File: src/rtl/clk_div_sel_pkg.sv
// clk_div_sel_pkg: shared constants, selection index type and the
// range clamp used by the clk_div_sel divider/selector.
package clk_div_sel_pkg;

    localparam int CLK_DIV_SEL_MAX_SEL = 16;
    localparam int SEL_IDX_W = $clog2(CLK_DIV_SEL_MAX_SEL);

    typedef logic [SEL_IDX_W-1:0] sel_idx_t;

    // Out-of-range requests select the slowest available ratio.
    function automatic sel_idx_t clk_div_sel_clamp(
        input int unsigned sel,
        input int unsigned num_sel
    );
        if (sel >= num_sel) begin
            return sel_idx_t'(num_sel - 1);
        end
        return sel_idx_t'(sel);
    endfunction

endpackage

File: src/rtl/clk_div_sel_cnt.sv
// clk_div_sel_cnt: free-running period counter with boundary detect.
// Ports: pclk, presetn (async, active low), run (count enable),
//   clr (sync clear, wins over run), sel_act (active ratio index),
//   cnt (counter value), boundary (run and cnt[sel_act:0] all ones).
module clk_div_sel_cnt
    import clk_div_sel_pkg::*;
#(
    parameter int NUM_SEL = 4
) (
    input  logic                 pclk,
    input  logic                 presetn,
    input  logic                 run,
    input  logic                 clr,
    input  logic [SEL_IDX_W-1:0] sel_act,
    output logic [NUM_SEL-1:0]   cnt,
    output logic                 boundary
);

    logic [NUM_SEL-1:0] mask;

    // Bits 0..sel_act form the current period's phase counter.
    always_comb begin
        mask = '0;
        for (int i = 0; i < NUM_SEL; i++) begin
            mask[i] = (i <= int'(sel_act));
        end
    end

    assign boundary = run && ((cnt & mask) == mask);

    always_ff @(posedge pclk or negedge presetn) begin
        if (!presetn) begin
            cnt <= '0;
        end else if (clr) begin
            cnt <= '0;
        end else if (run) begin
            cnt <= cnt + NUM_SEL'(1);
        end
    end

endmodule

File: src/rtl/clk_div_sel.sv
// clk_div_sel: glitch-free power-of-two clock divider/selector, ratio
// 2^(sel+1); sel/en changes take effect only at period boundaries.
// Ports: pclk, presetn (async, active low), en, sel, clk_out (50%
//   duty, registered), busy (request pending), div_stb (period-end
//   strobe, present only when CLK_DIV_SEL_STB_EN is defined).
module clk_div_sel
    import clk_div_sel_pkg::*;
#(
    parameter int NUM_SEL = 4,
    parameter int SEL_W   = (NUM_SEL > 1) ? $clog2(NUM_SEL) : 1
) (
    input  logic             pclk,
    input  logic             presetn,
    input  logic             en,
    input  logic [SEL_W-1:0] sel,
    output logic             clk_out,
    output logic             busy
`ifdef CLK_DIV_SEL_STB_EN
    ,
    output logic             div_stb
`endif
);

    sel_idx_t           sel_req;
    sel_idx_t           sel_act;
    logic               en_req;
    logic               en_act;
    logic               pending;
    logic               apply;
    logic               boundary;
    logic               nxt_bit;
    logic [NUM_SEL-1:0] cnt;
    logic [NUM_SEL-1:0] cnt_inc;

    assign pending = (sel_req != sel_act) || (en_req != en_act);

    // While stopped there is no period to finish, so apply at once.
    assign apply = pending && (!en_act || boundary);

    assign cnt_inc = cnt + NUM_SEL'(1);

    // clk_out mirrors cnt[sel_act] one edge ahead, keeping it a flop.
    always_comb begin
        nxt_bit = 1'b0;
        for (int i = 0; i < NUM_SEL; i++) begin
            if (i == int'(sel_act)) begin
                nxt_bit = cnt_inc[i];
            end
        end
    end

    clk_div_sel_cnt #(
        .NUM_SEL (NUM_SEL)
    ) u_cnt (
        .pclk     (pclk),
        .presetn  (presetn),
        .run      (en_act),
        .clr      (apply || !en_act),
        .sel_act  (sel_act),
        .cnt      (cnt),
        .boundary (boundary)
    );

    always_ff @(posedge pclk or negedge presetn) begin
        if (!presetn) begin
            sel_req <= '0;
            en_req  <= 1'b0;
            sel_act <= '0;
            en_act  <= 1'b0;
            busy    <= 1'b0;
            clk_out <= 1'b0;
        end else begin
            sel_req <= clk_div_sel_clamp(32'(sel), NUM_SEL);
            en_req  <= en;
            busy    <= pending;
            if (apply) begin
                sel_act <= sel_req;
                en_act  <= en_req;
                clk_out <= 1'b0;
            end else if (en_act) begin
                clk_out <= nxt_bit;
            end else begin
                clk_out <= 1'b0;
            end
        end
    end

`ifdef CLK_DIV_SEL_STB_EN
    assign div_stb = boundary;
`endif

endmodule

File: config.mk
export PLATFORM = sky130hd
export DESIGN_NAME = clk_div_sel
export DESIGN_NICKNAME = d
export VERILOG_FILES = /design/src/rtl/clk_div_sel_pkg.sv /design/src/rtl/clk_div_sel_cnt.sv /design/src/rtl/clk_div_sel.sv
export SDC_FILE = /design/constraint.sdc
export NUM_CORES = 1
export LEC_CHECK = 0
export ABC_AREA = 1
export CAP_MARGIN = 5
export CORE_MARGIN = 3
export CORE_UTILIZATION = 28
export CTS_CLUSTER_DIAMETER = 60
export DETAILED_ROUTE_END_ITERATION = 7
export SYNTH_ARGS = -nofsm -noshare
export SYNTH_HDL_FRONTEND = slang
export SYNTH_SLANG_ARGS = --single-unit
File: constraint.sdc
create_clock -name pclk -period 2.93 [get_ports pclk]
set_input_delay 0.293 -clock pclk [delete_from_list [all_inputs] [get_ports pclk]]
set_output_delay 0.293 -clock pclk [all_outputs]
set_load 0.05 [all_outputs]
==> results of run 1 <==
==> layout by cell type (no fill, tap or decap), types with 2 or more instances in the layout <==
cell type and count:
nand2_2 2, inv_1 11, clkbuf_4 3, clkdlybuf4s50_1 6
nand2_1 16, o21ai_1 2, nor2_1 5, dfrtp_1 12
nand3_1 7
==> per-layer routing <==
metal / share of wire, % / global-route usage (%) / up-vias / wire [um]
li1: - / - / 228 / -
met1: 50 / 11.4 / 188 / 442
met2: 45 / 12.6 / 7 / 393
met3: 2.9 / 1.72 / 2 / 25
met4: 1.7 / 6.55 / 0 / 15
met5: 0 / 0 / - / 0
==> power breakdown <==
part,leakage (uW),internal [uW],switching (uW),total [uW]
clock,0.0000138,47.5,49.6,97.1
sequential,0.000145,219,63.0,282
combinational,0.000179,129,181,310
==> registers in the layout, indices dropped and copies added (netlist names) <==
register,count
busy,1
clk_out,1
en_act,1
en_req,1
sel_act,2
sel_req,2
u_cnt.cnt,4
==> per-stage QoR <==
| stage | setup slack [ns] | instances | hold WS [ns] | instance area (um2) | util [%] |
|---|---|---|---|---|---|
| 6_report | 1.25 | 103 | 0.368 | 701 | 35.4 |
| 5_1_grt | 1.20 | 103 | 0.396 | 701 | 35.4 |
| 4_1_cts | 1.24 | 103 | 0.381 | 701 | 35.4 |
| 3_5_place_dp | 1.54 | 100 | 0.507 | 678 | 34.2 |
| 3_3_place_gp | 1.53 | 100 | 0.509 | 678 | 34.2 |
| 2_1_floorplan | 1.77 | 68 | -0.00259 | 596 | - |
==> final cells by class <==
class                   count  area (um2)
clock buffers               3        22.5
fillers                   200        1280
inverters                  12        45.0
multi-input cells          43         239
flip-flops and latches     12         300
well taps                  27        33.8
repair buffers              6        60.1
==> worst reg2reg max path: cells and delay by family, from the launching register on <==
kind	cells	cell delay, ns
flip-flops	1	0.44
buffers and inverters	2	0.07
adder cells (fa/ha/maj)	1	0.30
AO/OA/AOI/OAI	1	0.13
AND/OR/NAND/NOR	3	0.25
==> path summary, 6_finish.rpt <==
check                                         start                endpoint  depth (start not counted)
setup / recovery                  clk_out$_DFF_PN0_                 clk_out                          1
hold / removal                              presetn  sel_act[1]$_DFFE_PN0P_                          1
setup reg to reg           u_cnt.cnt[0]$_DFFE_PN0P_       clk_out$_DFF_PN0_                          7
hold reg to reg                sel_req[0]$_DFF_PN0_  sel_act[0]$_DFFE_PN0P_                          2
max in group asynchronous                   presetn  sel_act[0]$_DFFE_PN0P_                          1
min in group pclk                                en        en_req$_DFF_PN0_                          1
==> cell families after synthesis <==
logic type / share of synthesized area [%]
xor+xnor: 2.94
compound gates: 9.03
simple gates: 26.1
flops: 50.4
buf+inv: 9.45
fa+ha+maj: 2.10
==> impl_metrics.csv, run 1 <==
group,metric,value,unit
status,status,"finished, final reports clean",
logic_synthesis,synth_edf_count,0,
job,maxCapViolations,0,
sta,max_slew.worst_pin.slew,0.527,ns
route,dr.first_iter.drc_count,10,
floorplan,die_area,0.00272,mm2
clock_network,clkLatencyLatePin,0.27,ns
logic_synthesis,ys_seq_elements,12,
placed_design,hpwl,659,um
power_and_ir_drop,power.density,983,mW/mm2
floorplan,num_rows,16,
floorplan,start_util,30.1,%
route,totalWireLength,876,um
clock_network,cts_root_buf,"clkbuf_4",
global_route,antenna_found_initial,0,
logic_synthesis,netlist_instances,68,
clock_network,cts_tree,"yes",
global_route,grt_overflow,0,
route,drt_pass1_iterations,4,
power_and_ir_drop,leakagePower,0.000337,uW
sta,setup_tns,0,ns
sta,rsz0062_at_grt,"false",
route,drtAntennaViolNets,0,
clock_network,cts_buffers,3,
logic_synthesis,synth.most_common_cell,"nand2_1",
route,drc,0,
logic_synthesis,synth_common_cells,"nand2_1, dfrtp_1, inv_1",
clock_network,cts_resized,0,
logic_synthesis,yosys-top-cells-area,"dfrtp_1, nand2_1, inv_1",
logic_synthesis,synth.distinct_cells,20,
critical_path,crit_chain,"clkdlybuf4s50_1",
logic_synthesis,synth-main-ff-cell,"dfrtp_1",
logic_synthesis,synth_nets,74,
sta,clock-skew-final,0.00538,ns
clock_network,cts_setup_buffers,0,
clock_network,clk_pin_slew_worst_paths,0.07,ns
cells_and_area,syn2layout_area_growth,17.6,%
min_path,hold_path_class,"primary input to async pin",
sta,period_share,57.3,%
sta,slew_headroom,64.8,%
logic_synthesis,synth_largest_area_cell,"dfrtp_1",
global_route,grt_start_max_net_pins,13,
critical_path,required,2.64,ns
floorplan,die_y,52.1,um
critical_path,crit_fanout,1,
route,via_per_inst,4.13,
critical_path,cp-end-kind,"primary output",
route,vias,425,
critical_path,crit_buf_inv,1,
clock_network,htreeDepth,1,
cells_and_area,drive_gt1_share,14.5,%
cells_and_area,antenna_cells,0,
logic_synthesis,synth_top_cell_area_share,50.4,%
critical_path,slowest_stage,"clkdlybuf4s50_1",
logic_synthesis,synth_area,596,um2
global_route,grt_pass1_vias,416,
logic_synthesis,ys.warnings.count,0,
clock_network,clockBufferDepth,2,
placed_design,place_congestion,0.689,
sta,finalHoldViolCount,0,
route,routedWlPerCell,8.50,um
sta,timing.fmax,0.595,GHz
power_and_ir_drop,power.total,689,uW
logic_synthesis,syn_avg_cell_area,8.76,um2
placed_design,io_buffers,6,
power_and_ir_drop,ir_drop,0.391,mV
critical_path,cp-start-kind,"flop",
clock_network,cts.sinks,12,
floorplan,ioPinCount,7,
logic_synthesis,ys_seq_area_share,50.4,%
floorplan,fp.dieW,52.1,um
critical_path,reg2reg_slack,1.67,ns
sta,finalSetupViolations,0,
floorplan,core,0.00198,mm2
critical_path,cp_slowest_stage_delay,0.80,ns
critical_path,critPathTopFamily,"buffers and inverters",
global_route,grt_pass1_wl,1.72,mm
critical_path,cp.arrival,1.39,ns
global_route,globalRouteTotalUtil,8.74,%
sta,drv_slew,0,
sta,layout_min_cycle_time,1.68,ns
clock_network,cts_hold_buffers,0,
critical_path,path_class,"flop to primary output",
cells_and_area,fin_nets,84,
logic_synthesis,synthArstFlopShare,100,%
No activity file was read; power rests on OpenSTA's default activity.
==> run 2: changes to the inputs <==
==> constraint.sdc (replaced) <==
create_clock -name pclk -period 1.5 [get_ports pclk]
set_input_delay 0.15 -clock pclk [delete_from_list [all_inputs] [get_ports pclk]]
set_output_delay 0.15 -clock pclk [all_outputs]
set_load 0.05 [all_outputs]
==> impl_metrics.csv, run 2 (synthesis results as in run 1) <==
group,metric,value,unit
status,status,"finished, final reports clean",
cells_and_area,largest_register_ff_count,4,
clock_network,cts_tree,"yes",
global_route,globalRouteTotalUtil,9.15,%
global_route,grt_pass1_wl,1.75,mm
sta,max_slew.worst_pin.slew,0.508,ns
placed_design,hpwl,777,um
clock_network,clk_pin_slew_worst_paths,0.07,ns
sta,finalSetupViolations,0,
sta,rsz0062_at_grt,"false",
sta,setup_tns,0,ns
sta,period_share,87.3,%
cells_and_area,final_cell_mix,"nand2_1, dfrtp_1, inv_1",
route,routedWlPerCell,9.64,um
clock_network,cts_setup_buffers,0,
sta,timing.fmax,0.764,GHz
power_and_ir_drop,power.density,2010,mW/mm2
floorplan,die_y,52.1,um
sta,layout_min_cycle_time,1.31,ns
critical_path,cp-end-kind,"flop",
floorplan,die_area,0.00272,mm2
sta,clock-skew-final,0.000445,ns
clock_network,cts_root_buf,"clkbuf_4",
sta,finalHoldViolCount,0,
cells_and_area,final_common_cell,"nand2_1",
critical_path,crit_fanout,6,
critical_path,cp.arrival,1.51,ns
floorplan,fp.dieW,52.1,um
global_route,antenna_found_initial,0,
floorplan,core,0.00198,mm2
cells_and_area,fin_nets,84,
clock_network,cts_hold_buffers,0,
clock_network,clkLatencyLatePin,0.27,ns
placed_design,io_buffers,6,
critical_path,required,1.70,ns
global_route,grt_overflow,0,
power_and_ir_drop,leakagePower,0.000346,uW
route,drc,0,
sta,slew_headroom,66.0,%
critical_path,path_class,"flop to flop",
min_path,hold_path_class,"primary input to async pin",
clock_network,cts_buffers,3,
sta,setup_ws,0.191,ns
cells_and_area,syn2layout_area_growth,19.1,%
cells_and_area,top_register,"u_cnt.cnt",
power_and_ir_drop,ir_drop,0.814,mV
route,drt_pass1_iterations,3,
clock_network,clockBufferDepth,2,
route,drtAntennaViolNets,0,
cells_and_area,post-route-util,35.8,%
route,dr.first_iter.drc_count,3,
global_route,grt_pass1_vias,414,
sta,drv_slew,0,
placed_design,place_congestion,0.767,
clock_network,cts.sinks,12,
route,vias,451,
global_route,grt_start_max_net_pins,13,
cells_and_area,antenna_cells,0,
floorplan,start_util,30.1,%
route,via_per_inst,4.34,
placed_design,dp_slack,0.198,ns
route,totalWireLength,1.00,mm
job,maxCapViolations,0,
cells_and_area,drive_gt1_share,18.2,%
cells_and_area,top_regs,"u_cnt.cnt x4, sel_act x2, sel_req x2",
clock_network,htreeDepth,1,
clock_network,cts_resized,0,
floorplan,ioPinCount,7,
critical_path,cp-start-kind,"flop",
floorplan,num_rows,16,
[run 2: report_power, final]
group / total, uW / switching (uW) / leakage [uW] / internal (uW)
clock network: 252 / 105 / 0.0000210 / 148
registers: 556 / 128 / 0.000145 / 428
logic: 620 / 375 / 0.000180 / 245
total: 1430 / 608 / 0.000346 / 821
[run 2: metal layers]
metal  vias up  GRT usage, %  routed length (um)
met1       210          11.0                 463
met4         0          7.86                  36
met5         -             0                   0
met2         8          13.8                 469
li1        228             -                   -
met3         5          1.72                  34
[run 2: per-stage QoR]
stage | cells | hold slack [ns] | cell area (um2) | total power (uW)
final | 104 | 0.214 | 709 | 1430
after global routing | 104 | 0.233 | 709 | 1570
after CTS | 104 | 0.225 | 709 | 1450
after detailed placement | 100 | 0.513 | 673 | 1190
after global placement | 100 | 0.504 | 673 | 1190
after floorplan | 68 | -0.146 | 596 | 1060
[run 2: final cells by class]
class / instances / area [um2]
well taps: 27 / 33.8
repair buffers: 6 / 55.1
flip-flops and latches: 12 / 300
clock buffers: 4 / 36.3
multi-input cells: 43 / 239
fillers: 205 / 1270
inverters: 12 / 45.0
[run 2: critical path: stages, from the launching register on]
cell and delay, ns:
dfrtp_1 0.44, ha_1 0.30, inv_1 0.05, o21ai_0 0.14, nand3_1 0.10, nand2_1 0.06, inv_1 0.04, nor2_1 0.10
[run 2: path summary, 6_finish.rpt]
check,from,end,slack [ns],cells after the start
setup / recovery,u_cnt.cnt[0]$_DFFE_PN0P_,clk_out$_DFF_PN0_,0.19,7
hold / removal,presetn,clk_out$_DFF_PN0_,0.21,1
setup reg to reg,u_cnt.cnt[0]$_DFFE_PN0P_,clk_out$_DFF_PN0_,0.19,7
hold reg to reg,sel_req[0]$_DFF_PN0_,sel_act[0]$_DFFE_PN0P_,0.55,2
max in group asynchronous,presetn,u_cnt.cnt[1]$_DFFE_PN0P_,0.95,1
min in group pclk,sel[1],sel_req[1]$_DFF_PN0_,0.31,1
==> run 3: changes to the inputs <==
--- a/config.mk
+++ b/config.mk
@@ -8,9 +8,10 @@
 export ABC_AREA = 1
 export CAP_MARGIN = 5
 export CORE_MARGIN = 3
-export CORE_UTILIZATION = 28
+export CORE_UTILIZATION = 40
 export CTS_CLUSTER_DIAMETER = 60
 export DETAILED_ROUTE_END_ITERATION = 7
 export SYNTH_ARGS = -nofsm -noshare
 export SYNTH_HDL_FRONTEND = slang
 export SYNTH_SLANG_ARGS = --single-unit
+export TNS_END_PERCENT = 30
==> impl_metrics.csv, run 3 (synthesis results as in run 1) <==
group,metric,value,unit
floorplan,die_y,44.6,um
cells_and_area,largest_register_ff_count,4,
global_route,grt_overflow,0,
clock_network,clockBufferDepth,2,
floorplan,num_rows,13,
floorplan,die_area,0.00199,mm2
cells_and_area,post-route-util,51.4,%
critical_path,cp.arrival,1.49,ns
sta,drv_slew,0,
route,drt_pass1_iterations,4,
clock_network,clkLatencyLatePin,0.27,ns
route,vias,440,
power_and_ir_drop,leakagePower,0.000346,uW
global_route,grt_start_max_net_pins,13,
global_route,grt_pass1_vias,405,
clock_network,cts_tree,"yes",
sta,finalHoldViolCount,0,
status,status,"finished, final reports clean",
global_route,globalRouteTotalUtil,12.0,%
clock_network,cts_resized,0,
cells_and_area,drive_gt1_share,18.2,%
critical_path,crit_fanout,6,
route,totalWireLength,958,um
clock_network,cts_buffers,3,
clock_network,cts_setup_buffers,0,
cells_and_area,syn2layout_area_growth,16.6,%
route,dr.first_iter.drc_count,7,
sta,period_share,86.4,%
sta,slew_headroom,65.2,%
route,drc,0,
clock_network,cts.sinks,12,
job,maxCapViolations,0,
sta,max_slew.worst_pin.slew,0.520,ns
route,drtAntennaViolNets,0,
floorplan,core,0.00135,mm2
cells_and_area,final_cell_mix,"nand2_1, dfrtp_1, inv_1",
min_path,hold_path_class,"primary input to async pin",
route,via_per_inst,4.78,
cells_and_area,top_register,"u_cnt.cnt",
sta,clock-skew-final,0.00301,ns
cells_and_area,antenna_cells,0,
sta,layout_min_cycle_time,1.30,ns
sta,timing.fmax,0.772,GHz
critical_path,reg2reg_slack,0.20,ns
power_and_ir_drop,ir_drop,0.930,mV
power_and_ir_drop,power.density,2040,mW/mm2
cells_and_area,fin_nets,84,
cells_and_area,final_common_cell,"nand2_1",
placed_design,io_buffers,6,
route,routedWlPerCell,10.4,um
global_route,grt_pass1_wl,1.66,mm
critical_path,required,1.70,ns
sta,rsz0062_at_grt,"false",
floorplan,ioPinCount,7,
sta,finalSetupViolations,0,
sta,setup_tns,0,ns
placed_design,place_congestion,0.736,
cells_and_area,top_regs,"u_cnt.cnt x4, sel_act x2, sel_req x2",
floorplan,fp.dieW,44.6,um
critical_path,path_class,"flop to flop",
placed_design,hpwl,745,um
clock_network,cts_root_buf,"clkbuf_4",
clock_network,htreeDepth,1,
clock_network,cts_hold_buffers,0,
floorplan,start_util,44.1,%
critical_path,cp-start-kind,"flop",
global_route,antenna_found_initial,0,
clock_network,clk_pin_slew_worst_paths,0.07,ns
critical_path,cp-end-kind,"flop",
[run 3: cell counts in the layout (fill, tap and decap cells not counted)]
No cell type changed its count.
[run 3: metal layers]
layer  global-route usage (%)  wire [um]  share of wire [%]
met1                     15.1        474                 49
met2                     16.6        409                 43
met3                     2.85         52                5.4
met4                     10.8         21                2.2
met5                        0          0                  0
[run 3: worst max-delay path, cell delays in order, from the launching register on]
cell and delay, ns:
dfrtp_1 0.45, ha_1 0.31, inv_1 0.04, o21ai_0 0.13
nand3_1 0.09, nand2_1 0.06, inv_1 0.04, nor2_1 0.11
[run 3: per-stage QoR]
step	instances	setup slack [ns]	hold WS [ns]	power [uW]	area, um2
finish	92	0.204	0.220	1420	694
global route	92	0.0194	0.243	1560	694
CTS	92	0.192	0.239	1430	694
detailed placement	88	0.209	0.509	1180	658
global placement	88	0.192	0.507	1200	658
floorplan	68	0.340	-0.146	1060	596
[run 3: final cells by class]
type | instances | area, um2
Timing Repair Buffer | 6 | 55.1
Tap cell | 15 | 18.8
Multi-Input combinational cell | 43 | 239
Clock buffer | 4 | 36.3
Inverter | 12 | 45.0
Sequential cell | 12 | 300
Fill cell | 142 | 656
[run 3: worst paths after layout]
| check | cells past startpoint | endpoint | start |
|---|---|---|---|
| worst max-delay path | 7 | clk_out$_DFF_PN0_ | u_cnt.cnt[0]$_DFFE_PN0P_ |
| worst min-delay path | 1 | busy$_DFF_PN0_ | presetn |
| worst max register to register | 7 | clk_out$_DFF_PN0_ | u_cnt.cnt[0]$_DFFE_PN0P_ |
| worst min register to register | 2 | sel_act[0]$_DFFE_PN0P_ | sel_req[0]$_DFF_PN0_ |
| max in group asynchronous | 1 | u_cnt.cnt[2]$_DFFE_PN0P_ | presetn |
| min in group pclk | 1 | en_req$_DFF_PN0_ | en |
[run 3: power breakdown]
part / switching (uW) / internal (uW) / leakage (uW)
logic: 370 / 246 / 0.000180
clock network: 101 / 147 / 0.0000210
registers: 126 / 428 / 0.000145
total: 597 / 822 / 0.000346
